===== src/rtl/matriz_pkg.sv =====
// Shared definitions for the packed-matrix interface between the loader and
// the determinant/operation engines.
package matriz_pkg;

  localparam int MAX_DIM = 5;
  localparam int ELEM_W  = 8;
  localparam int MAT_W   = MAX_DIM * MAX_DIM * ELEM_W;
  localparam int TAM_MIN = 2;
  localparam int TAM_MAX = 5;

  typedef enum logic [1:0] {
    IDLE,
    LOAD,
    HOLD
  } estado_t;

  // Bit offset of element (row,col) in the packed bus; the stride stays at
  // MAX_DIM regardless of N so that consumers can index it statically.
  function automatic logic [7:0] slot_offset(input logic [2:0] row, input logic [2:0] col);
    logic [7:0] idx;
    idx = 8'd5 * {5'd0, row} + {5'd0, col};
    return idx << 3;
  endfunction

endpackage


===== src/rtl/matriz_carregador.sv =====
// Byte-serial loader: assembles N x N signed elements into the packed matrix
// bus and holds it until the consumer acknowledges.
module matriz_carregador #(
  parameter int MAX_DIM = 5,
  parameter int ELEM_W  = 8
) (
  input  logic                                clock,
  input  logic                                reset,
  input  logic                                cfg_valid,
  input  logic [7:0]                          cfg_tamanho,
  output logic                                cfg_ready,
  input  logic                                elem_valid,
  input  logic [ELEM_W-1:0]                   elem_data,
  output logic                                elem_ready,
  input  logic                                cancel,
  output logic [MAX_DIM*MAX_DIM*ELEM_W-1:0]   matriz,
  output logic [7:0]                          tamanho,
  output logic                                matriz_valid,
  input  logic                                matriz_ack,
  output logic                                erro
);
  import matriz_pkg::*;

  estado_t    estado, estado_nx;
  logic [7:0] n_reg;
  logic [2:0] row, col;
  logic [2:0] n_ult;
  logic       tam_ok;
  logic       xfer;
  logic       fim;

  // Full 8-bit compare so no upper-bit aliasing can sneak a size through.
  assign tam_ok = (cfg_tamanho >= 8'(TAM_MIN)) && (cfg_tamanho <= 8'(TAM_MAX));
  assign n_ult  = n_reg[2:0] - 3'd1;
  assign xfer   = (estado == LOAD) && elem_valid && !cancel;
  assign fim    = (row == n_ult) && (col == n_ult);

  assign cfg_ready    = (estado == IDLE);
  assign elem_ready   = (estado == LOAD);
  assign matriz_valid = (estado == HOLD);
  assign tamanho      = (estado == HOLD) ? n_reg : 8'd0;

  always_ff @(posedge clock or posedge reset) begin
    if (reset) estado <= IDLE;
    else       estado <= estado_nx;
  end

  always_comb begin
    estado_nx = estado;
    case (estado)
      IDLE: if (cfg_valid && tam_ok) estado_nx = LOAD;
      LOAD: begin
        if (cancel)                 estado_nx = IDLE;
        else if (elem_valid && fim) estado_nx = HOLD;
      end
      HOLD: if (matriz_ack) estado_nx = IDLE;
      default: estado_nx = IDLE;
    endcase
  end

  always_ff @(posedge clock or posedge reset) begin
    if (reset) begin
      n_reg  <= 8'd0;
      row    <= 3'd0;
      col    <= 3'd0;
      matriz <= '0;
      erro   <= 1'b0;
    end else begin
      erro <= (estado == IDLE) && cfg_valid && !tam_ok;
      if ((estado == IDLE) && cfg_valid && tam_ok) begin
        n_reg  <= cfg_tamanho;
        row    <= 3'd0;
        col    <= 3'd0;
        matriz <= '0;
      end
      if (xfer) begin
        matriz[slot_offset(row, col) +: ELEM_W] <= elem_data;
        if (col == n_ult) begin
          col <= 3'd0;
          row <= row + 3'd1;
        end else begin
          col <= col + 3'd1;
        end
      end
    end
  end

endmodule


===== config.mk =====
export PLATFORM = sky130hd
export DESIGN_NAME = matriz_carregador
export DESIGN_NICKNAME = d
export VERILOG_FILES = /design/src/rtl/matriz_pkg.sv /design/src/rtl/matriz_carregador.sv
export SDC_FILE = /design/constraint.sdc
export NUM_CORES = 1
export LEC_CHECK = 0
export ABC_CLOCK_PERIOD_IN_PS = 23100
export CORE_UTILIZATION = 26
export DETAILED_ROUTE_END_ITERATION = 8
export MAX_ROUTING_LAYER = met4
export PLACE_DENSITY = 0.47
export SETUP_SLACK_MARGIN = 0.2
export SLEW_MARGIN = 20
export SYNTH_ARGS = -nofsm -noshare
export SYNTH_HDL_FRONTEND = slang
export SYNTH_SLANG_ARGS = --single-unit

===== constraint.sdc =====
create_clock -name clock -period 23.1 [get_ports clock]
set_clock_uncertainty 0.1 [all_clocks]
set_input_delay 4.62 -clock clock [delete_from_list [all_inputs] [get_ports clock]]
set_output_delay 4.62 -clock clock [all_outputs]
set_load 0.02 [all_outputs]

After elaboration in Yosys (flattened, before gate mapping)
Cells that the tools add are included.
{ "classes": {"n_addsub": 5, "multipliers": 1, "order_cmp": 2, "eq_ne": 7, "shifts": 2, "muxes": 15, "reduce_logical": 14} }
{ "op_table": {"columns": ["operator", "n"], "rows": [
  ["$mux W200", 2],
  ["$bwmux W200", 1],
  ["$shift A8 B10 Y200 const A", 1],
  ["$shiftx A8 B10 Y200", 1],
  ["$mux W3", 6],
  ["$neg A8 Y10", 1],
  ["$logic_and A1 B1 Y1", 9],
  ["$ge A8 B2 Y1 const B", 1],
  ["$le A8 B3 Y1 const B", 1],
  ["$mux W2", 4],
  ["$mux W8", 1],
  ["$add A3 B1 Y3 const B", 2],
  ["$eq A3 B3 Y1", 2],
  ["$pmux W2 S3", 1],
  ["$add A5 B3 Y5", 1],
  ["$mul A3 B3 Y5 const A", 1],
  ["$ne A2 B1 Y1 const B", 2],
  ["$ne A3 B1 Y1 const B", 1],
  ["$reduce_and A3 Y1", 1],
  ["$sub A3 B1 Y3 const B", 1],
  ["$eq A2 B1 Y1 const B", 1],
  ["$eq A2 B2 Y1 const B", 1],
  ["$logic_not A1 Y1", 2],
  ["$logic_not A2 Y1", 1],
  ["$reduce_bool A2 Y1", 1]
]} }
{ "totals": {"regBits": 217} }

Depth between registers and ports, before layout
Gate-level depths: netlist (run 1).
{ "depth": {"depth_word": 7, "mapped_depth": 11, "ltp_nobuf": 9} }

Worst setup path before layout (run 1)
Ideal clock, no wire load.
{ "synth_timing": {"path_kind": "input-to-reg", "start": "input port elem_valid", "end": "register matriz[0]", "setup_ps": 127, "arrival_ps": 5971, "t_required_ps": 22873, "path_slack_ps": 16902, "path_stages": 6, "n_path_buf": 2, "path_cell_list": "nor4bb_1 -> buf_2 -> nand2_1 -> or4_4 -> buf_6 -> mux2i_1"} }
{ "synth_via": {"elab_chain_cells": 3} }
{ "synth_rtl": {"columns": ["item", "line_no", "text"], "rows": [
  ["start, declared", "matriz_carregador.sv:12", "input logic elem_valid,"],
  ["$logic_and A1 B1 Y1 (2 in a row)", "matriz_carregador.sv:35", "assign xfer = (estado == LOAD) && elem_valid && !cancel;"],
  ["$mux W200", "matriz_carregador.sv:76", "if (xfer) begin"],
  ["end signal, assigned by index", "matriz_carregador.sv:77", "matriz[slot_offset(row, col) +: ELEM_W] <= elem_data;"],
  ["end, declared", "matriz_carregador.sv:16", "output logic [MAX_DIM*MAX_DIM*ELEM_W-1:0] matriz,"]
]} }
Every way passes these cells.
A chain may end at the register's enable or synchronous reset.

Final worst setup path (run 1)
{ "layout_timing": {"start": "register estado[1]", "end": "output port tamanho[1]"} }
{ "layout_via": {"elab_chain_cells": 2} }
{ "layout_rtl": {"columns": ["item", "line_no", "text"], "rows": [
  ["start, declared", "matriz_carregador.sv:24", "estado_t estado, estado_nx;"],
  ["start signal, assigned", "matriz_carregador.sv:45", "else estado <= estado_nx;"],
  ["$eq A2 B2 Y1", "matriz_carregador.sv:41", "assign tamanho = (estado == HOLD) ? n_reg : 8'd0;"],
  ["$mux W8", "matriz_carregador.sv:41", null],
  ["end, declared", "matriz_carregador.sv:17", "output logic [7:0] tamanho,"]
]} }
Every way passes these cells.

==> reports/qor.yml, run 1 <==
routing:
  drtIter0Drc: 308
  via_per_inst: 4.428
  ant_nets: 0
  avgRoutedWirePerCell_um: 19.55
  route.detailed.drc: 0
  num_vias: 7288
  firstDrtPassIters: 5
  wirelength_um: 32180
die:
  die_h_um: 197.7
  fp.coreArea_um2: 37670
  die-area_um2: 39080
  boundaryPins: 234
  start_util_pct: 26.43
  num_rows: 71
  die_w_um: 197.7
outcome:
  outcome: "finished, final reports clean"
clock_tree:
  ctsRootBufferMaster: "clkbuf_16"
  clk_latency_ps: 540
  cts_hold_buffers: 0
  cts_tree: "done"
  cts_inserted_buffers: 26
  cts-resized-gates: 0
  cts_setup_buffers: 0
  clock_path_buffers: 3
  cts.clk_slew.worst_paths_ps: 60
  cts.sinks: 217
  h-tree-depth: 1
timing:
  final.min_clock_period_ps: 7052
  worst_pin_slew_ps: 1315
  rsz0062_at_grt: "no"
  setup_viol: 0
  finalHoldViolCount: 0
  drv_slew: 0
  finalSetupTns_ps: 0
  fmax_ghz: 0.1418
  relSlewSlack_pct: 12.31
  post-route-period-util_pct: 30.53
synthesis:
  synth_cell_type_count: 54
  synthCells: 888
  synth_most_common_cell: "nand2_1"
  synth_area_um2: 9956
  synth_edf_count: 0
  synthTopCellsByCount: "264 x nand2_1, 217 x dfrtp_1, 201 x mux2i_1, 24 x clkbuf_1"
  yosysTopAreaCellShare_pct: 54.54
  async_flop_share_pct: 100.0
  yosysWarningCount: 0
  syn_nets: 926
  ys_ff_latch: 217
  synth_area_leaders: "dfrtp_1 55%, mux2i_1 20%, nand2_1 10%"
  yosys_most_used_dff: "dfrtp_1"
  avgSynthCellArea_um2: 11.21
  yosys.area.top_type: "dfrtp_1"
  ys_seq_area_share_pct: 54.54
power:
  ir_drop_uv: 54.02
  p_per_area_nw_per_um2: 64.75
  p_leak_nw: 6.521
final_layout:
  largest_reg_flops: 200
  layout-drive-gt1-share_pct: 6.966
  fin_util_pct: 36.36
  nNetsFinal: 1153
  syn_to_final_growth_pct: 37.58
global_route:
  grt_max_degree: 213
  antenna_found_initial: 0
  track_usage_pct: 16.99
  grt_pass1_wl_um: 48620
  grt_pass1_vias: 7454
  gr-total-overflow: 0
worst_setup_path:
  crit_arrival_ps: 2330
  crit_fanout: 8
  start_kind: "flop"
  crit_required_ps: 18380
  crit_type: "reg2out"
  rrSetupSlack_ps: 19060
  ff2ff_path_depth: 8
  reg2reg_to: "matriz[112]"
  rr_startpoint: "row[0]"
  end_kind: "output port"
worst_hold_path:
  hold_path.class: "reg2reg"
  hold_path_depth: 1
  min_from: "n_reg[3]"
  holdPathEnd: "n_reg[3]"
placed_design:
  io_buffers: 233
  place_hpwl_um: 21610
  finalWeightedCongestion: 0.7519
run:
  max-cap-violations: 0
worst max-delay path: stages, from the launching register on:
cell and delay (ps):
dfrtp_1 410, nor2b_1 460, inv_1 150, nor2_1 160, clkdlybuf4s50_1 630
per-layer routing:
layer  vias to the layer above  track usage, %  share of wire [%]
met5                         -               -                  0
met4                         0           3.043                1.5
met3                        34           4.200                6.1
met2                       166           26.37                 46
met1                      3632           22.56                 46
li1                       3456               -                  -
how the worst max path moves through the flow:
stage | startpoint | end | slack (ps) | depth (start not counted)
2_1_floorplan | reset | col[0] | 12440 | 1
3_3_place_gp | cancel | matriz[80] | 15770 | 5
3_5_place_dp | cancel | matriz[84] | 15720 | 5
4_1_cts | estado[1] | tamanho[1] | 15880 | 4
5_1_grt | estado[1] | tamanho[0] | 15820 | 4
6_report | estado[1] | tamanho[1] | 16050 | 4
cell families after synthesis:
logic type | Yosys count | share of synthesized area [%]
AOI/OAI and AO/OA | 26 | 2.036
xor gates and xnor gates | 15 | 1.973
adders and majority gates | 16 | 2.086
buffers and inverters | 55 | 2.501
DFF | 217 | 54.54
muxes | 201 | 20.21
and+or+nand+nor | 358 | 16.65
through the flow:
stage                     total power, mW  cells  instance area (um^2)  hold slack, ps  setup slack [ps]
after global placement             0.4701   1597                 12800           363.6             15770
after floorplan                    0.4404    888                  9956           344.2             12440
final                              0.8868   1646                 13700           374.4             16050
after CTS                          0.9016   1644                 13670           380.1             15880
after global routing               0.9236   1645                 13690           392.0             15820
after detailed placement           0.4699   1597                 12800           365.9             15720
report_power, final:
group	internal, mW	switching [mW]
logic	0.0241	0.0519
registers	0.383	0.00265
clock network	0.259	0.166
total	0.666	0.221
cell type report:
cell class / instances / area (um^2)
antenna: 1 / 2.502
clock buffer: 37 / 711.9
clock inverter: 10 / 163.9
fill: 3821 / 23970
inverter: 15 / 63.81
multi-input combinational: 616 / 4283
sequential: 217 / 5430
tap: 511 / 639.4
timing repair buffer: 239 / 2402
cell usage in the layout (no fill, tap or decap), drive strengths merged, types with 5 or more instances in the layout:
cell type	n
and2	12
and3	7
buf	6
clkbuf	37
clkdlybuf4s50	233
clkinv	5
dfrtp	217
ha	15
inv	15
mux2i	201
nand2	264
nand3	19
nand4b	5
nor2	19
nor3	8
o21ai	12
xnor2	7
xor2	5
No activity file was read; power rests on OpenSTA's default activity.
==> run 2, diff against run 1 <==
--- a/config.mk
+++ b/config.mk
@@ -5,7 +5,7 @@
 export SDC_FILE = /design/constraint.sdc
 export NUM_CORES = 1
 export LEC_CHECK = 0
-export ABC_CLOCK_PERIOD_IN_PS = 23100
+export ABC_CLOCK_PERIOD_IN_PS = 6600
 export CORE_UTILIZATION = 26
 export DETAILED_ROUTE_END_ITERATION = 8
 export MAX_ROUTING_LAYER = met4
==> constraint.sdc (replaced) <==
create_clock -name clock -period 6.6 [get_ports clock]
set_clock_uncertainty 0.1 [all_clocks]
set_input_delay 1.32 -clock clock [delete_from_list [all_inputs] [get_ports clock]]
set_output_delay 1.32 -clock clock [all_outputs]
set_load 0.02 [all_outputs]
==> run 2 against run 1 <==
Effect of this change: critical path depth grew 4; sequential cell count is the same; clock-buffer cell count shrank 2; worst setup slack lost 13000 ps; sequential power grew to 3.5 times the previous value.
==> reports/qor.yml, run 2 (synthesis gave the netlist of run 1 again) <==
power:
  clkPwrFrac_pct: 48.9  # +1.0 points
  p_per_area_nw_per_um2: 230.2  # +260%
  p_total_mw: 3.162  # +260%
  comb_power_share_pct: 8.4  # -0.2 points
  ir_drop_uv: 183.6  # +240%
  seqPwrFrac_pct: 42.7  # -0.8 points
  switchingPower_mw: 0.7773  # +250%
  internal_power_mw: 2.385  # +260%
  p_sw_share_pct: 24.58  # -0.32 points
  p_leak_nw: 6.539  # +0.29%
final_layout:
  nNetsFinal: 1154  # +0.087%
  fill_cells: 3837  # +0.42%
  final_area_um2: 13730  # +0.27%
  largest_reg_flops: 200  # unchanged
  layout-drive-gt1-share_pct: 7.225  # +0.26 points
  instances_no_fill: 1646  # unchanged
  final-seq-area_um2: 5430  # unchanged
  syn_to_final_growth_pct: 37.94
  multi_input_area_um2: 4283  # unchanged
  antennaDiodeCount: 0  # -1
  layout.cells.most_common: "nand2_1"
  final_cell_mix: "264 x nand2_1, 233 x clkdlybuf4s50_1, 217 x dfrtp_1"
timing:
  finalHoldViolCount: 0  # unchanged
  worst_pin_slew_ps: 1149  # -166.0 ps
  relSlewSlack_pct: 23.37  # +11 points
  setup_viol: 0  # unchanged
  post-route-period-util_pct: 58.91
  finalSetupTns_ps: 0  # unchanged
  drv_slew: 0  # unchanged
  fmax_ghz: 0.2572
  final.min_clock_period_ps: 3888
  layout_setup_ws_ps: 2712  # -13,340 ps
  rsz0062_at_grt: "no"
clock_tree:
  cts.clk_slew.worst_paths_ps: 60  # about the same
  cts_tree: "done"
  cts_inserted_buffers: 27  # +3.8%
  cts.sinks: 217  # unchanged
  cts_hold_buffers: 0  # unchanged
  cts_setup_buffers: 0  # unchanged
  ctsRootBufferMaster: "clkbuf_16"
  clock_path_buffers: 3  # unchanged
  h-tree-depth: 1  # unchanged
  cts-resized-gates: 0  # unchanged
  clk_latency_ps: 530  # about the same
placed_design:
  dp_slack_ps: 2644  # -13,080 ps
  io_buffers: 233  # unchanged
  dpl_cell_area_um2: 12810  # +0.13%
  place_hpwl_um: 21810  # +0.90%
  placed_cells: 1598  # +0.063%
  finalWeightedCongestion: 0.7770  # +3.3%
routing:
  via_per_inst: 4.450  # +0.49%
  drtIter0Drc: 295  # -4.2%
  route.detailed.drc: 0  # unchanged
  wirelength_um: 32160  # about the same
  num_vias: 7324  # +0.49%
  avgRoutedWirePerCell_um: 19.54  # about the same
  firstDrtPassIters: 4  # -1
  ant_nets: 0  # unchanged
die:
  die_h_um: 197.7  # unchanged
  num_rows: 71  # unchanged
  die-area_um2: 39080  # unchanged
  fp.coreArea_um2: 37670  # unchanged
  die_w_um: 197.7  # unchanged
  start_util_pct: 26.43  # unchanged
  boundaryPins: 234  # unchanged
worst_setup_path:
  end_kind: "flop"
  crit_type: "reg2reg"
  cpPeakStageDelay_ps: 660  # +30 ps
  crit_required_ps: 6950  # -11,430 ps
  crit_chain: "ha_1 > ha_1 > fa_1 > xor2_1 > xnor2_1 > nor2_1 > nand4b_1 > mux2i_1"
  worst_path_most_repeated_cell: "ha_1"
  crit_arrival_ps: 4240  # +1910 ps
  start_kind: "flop"
  crit_fanout: 8  # unchanged
  cpMaxStageDelayCell: "nand4b_1"
global_route:
  grt_max_degree: 213  # unchanged
  grt_pass1_wl_um: 48110  # -1.0%
  antenna_found_initial: 0  # unchanged
  grt_pass1_vias: 7454  # unchanged
  track_usage_pct: 16.83  # -0.15 points
  gr-total-overflow: 0  # unchanged
outcome:
  outcome: "finished, final reports clean"
worst_hold_path:
  hold_path.class: "reg2reg"
run:
  max-cap-violations: 0  # unchanged
-- run 2: changes by cell type in the layout (fill, tap and decap cells not counted) --
cell        change
bufinv_16       +1
clkbuf_16       +1
clkbuf_1        -2
clkbuf_8        -1
clkinvlp_4      +1
diode_2         -1
inv_6           +1
clkinv_2        +1
clkinv_8        -1
-- run 2: power by group through the flow --
| stage | logic, mW | registers [mW] | clock network [mW] |
|---|---|---|---|
| after floorplan | 0.163 | 1.38 | 0 |
| after global placement | 0.273 | 1.37 | 0 |
| after detailed placement | 0.272 | 1.37 | 0 |
| after CTS | 0.272 | 1.35 | 1.60 |
| after global routing | 0.293 | 1.35 | 1.64 |
| final | 0.266 | 1.35 | 1.55 |
-- run 2: per-layer routing --
metal | global-route usage, % | routed length [um]
met5 | - | 0
met4 | 3.560 | 660
met3 | 3.398 | 1555
met2 | 26.29 | 14980
met1 | 22.49 | 14970
-- run 2: critical path, delay by kind of cell (launching register included) --
| family | cells | cell delay, ps |
|---|---|---|
| fa+ha+maj | 3 | 1060 |
| mux | 1 | 330 |
| simple gates | 2 | 1250 |
| flops | 1 | 460 |
| xor+xnor | 2 | 590 |
-- run 2: per-stage QoR --
| stage | util (%) | hold slack (ps) |
|---|---|---|
| 5_1_grt | 36.46 | 411.0 |
| 4_1_cts | 36.46 | 382.3 |
| 3_5_place_dp | 34.02 | 365.9 |
| 2_1_floorplan | - | 344.2 |
| 3_3_place_gp | 34.02 | 362.8 |
| 6_report | 36.46 | 380.1 |
-- run 2: worst paths after layout --
check                          from           to  slack, ps  cells past startpoint
setup / recovery             row[2]  matriz[119]       2710                      8
hold / removal             n_reg[5]     n_reg[5]        380                      1
setup reg to reg             row[2]  matriz[119]       2710                      8
hold reg to reg            n_reg[5]     n_reg[5]        380                      1
max in group asynchronous     reset   matriz[56]       4030                      3
min in group asynchronous     reset   matriz[92]       1160                      2
-- run 2: layout make-up --
class | count | area share (%)
multi-input combinational | 616 | 31.19
inverter | 15 | 0.4373
timing repair buffer | 239 | 17.49
sequential | 217 | 39.54
clock buffer | 35 | 5.211
clock inverter | 13 | 1.476
tap | 511 | 4.656
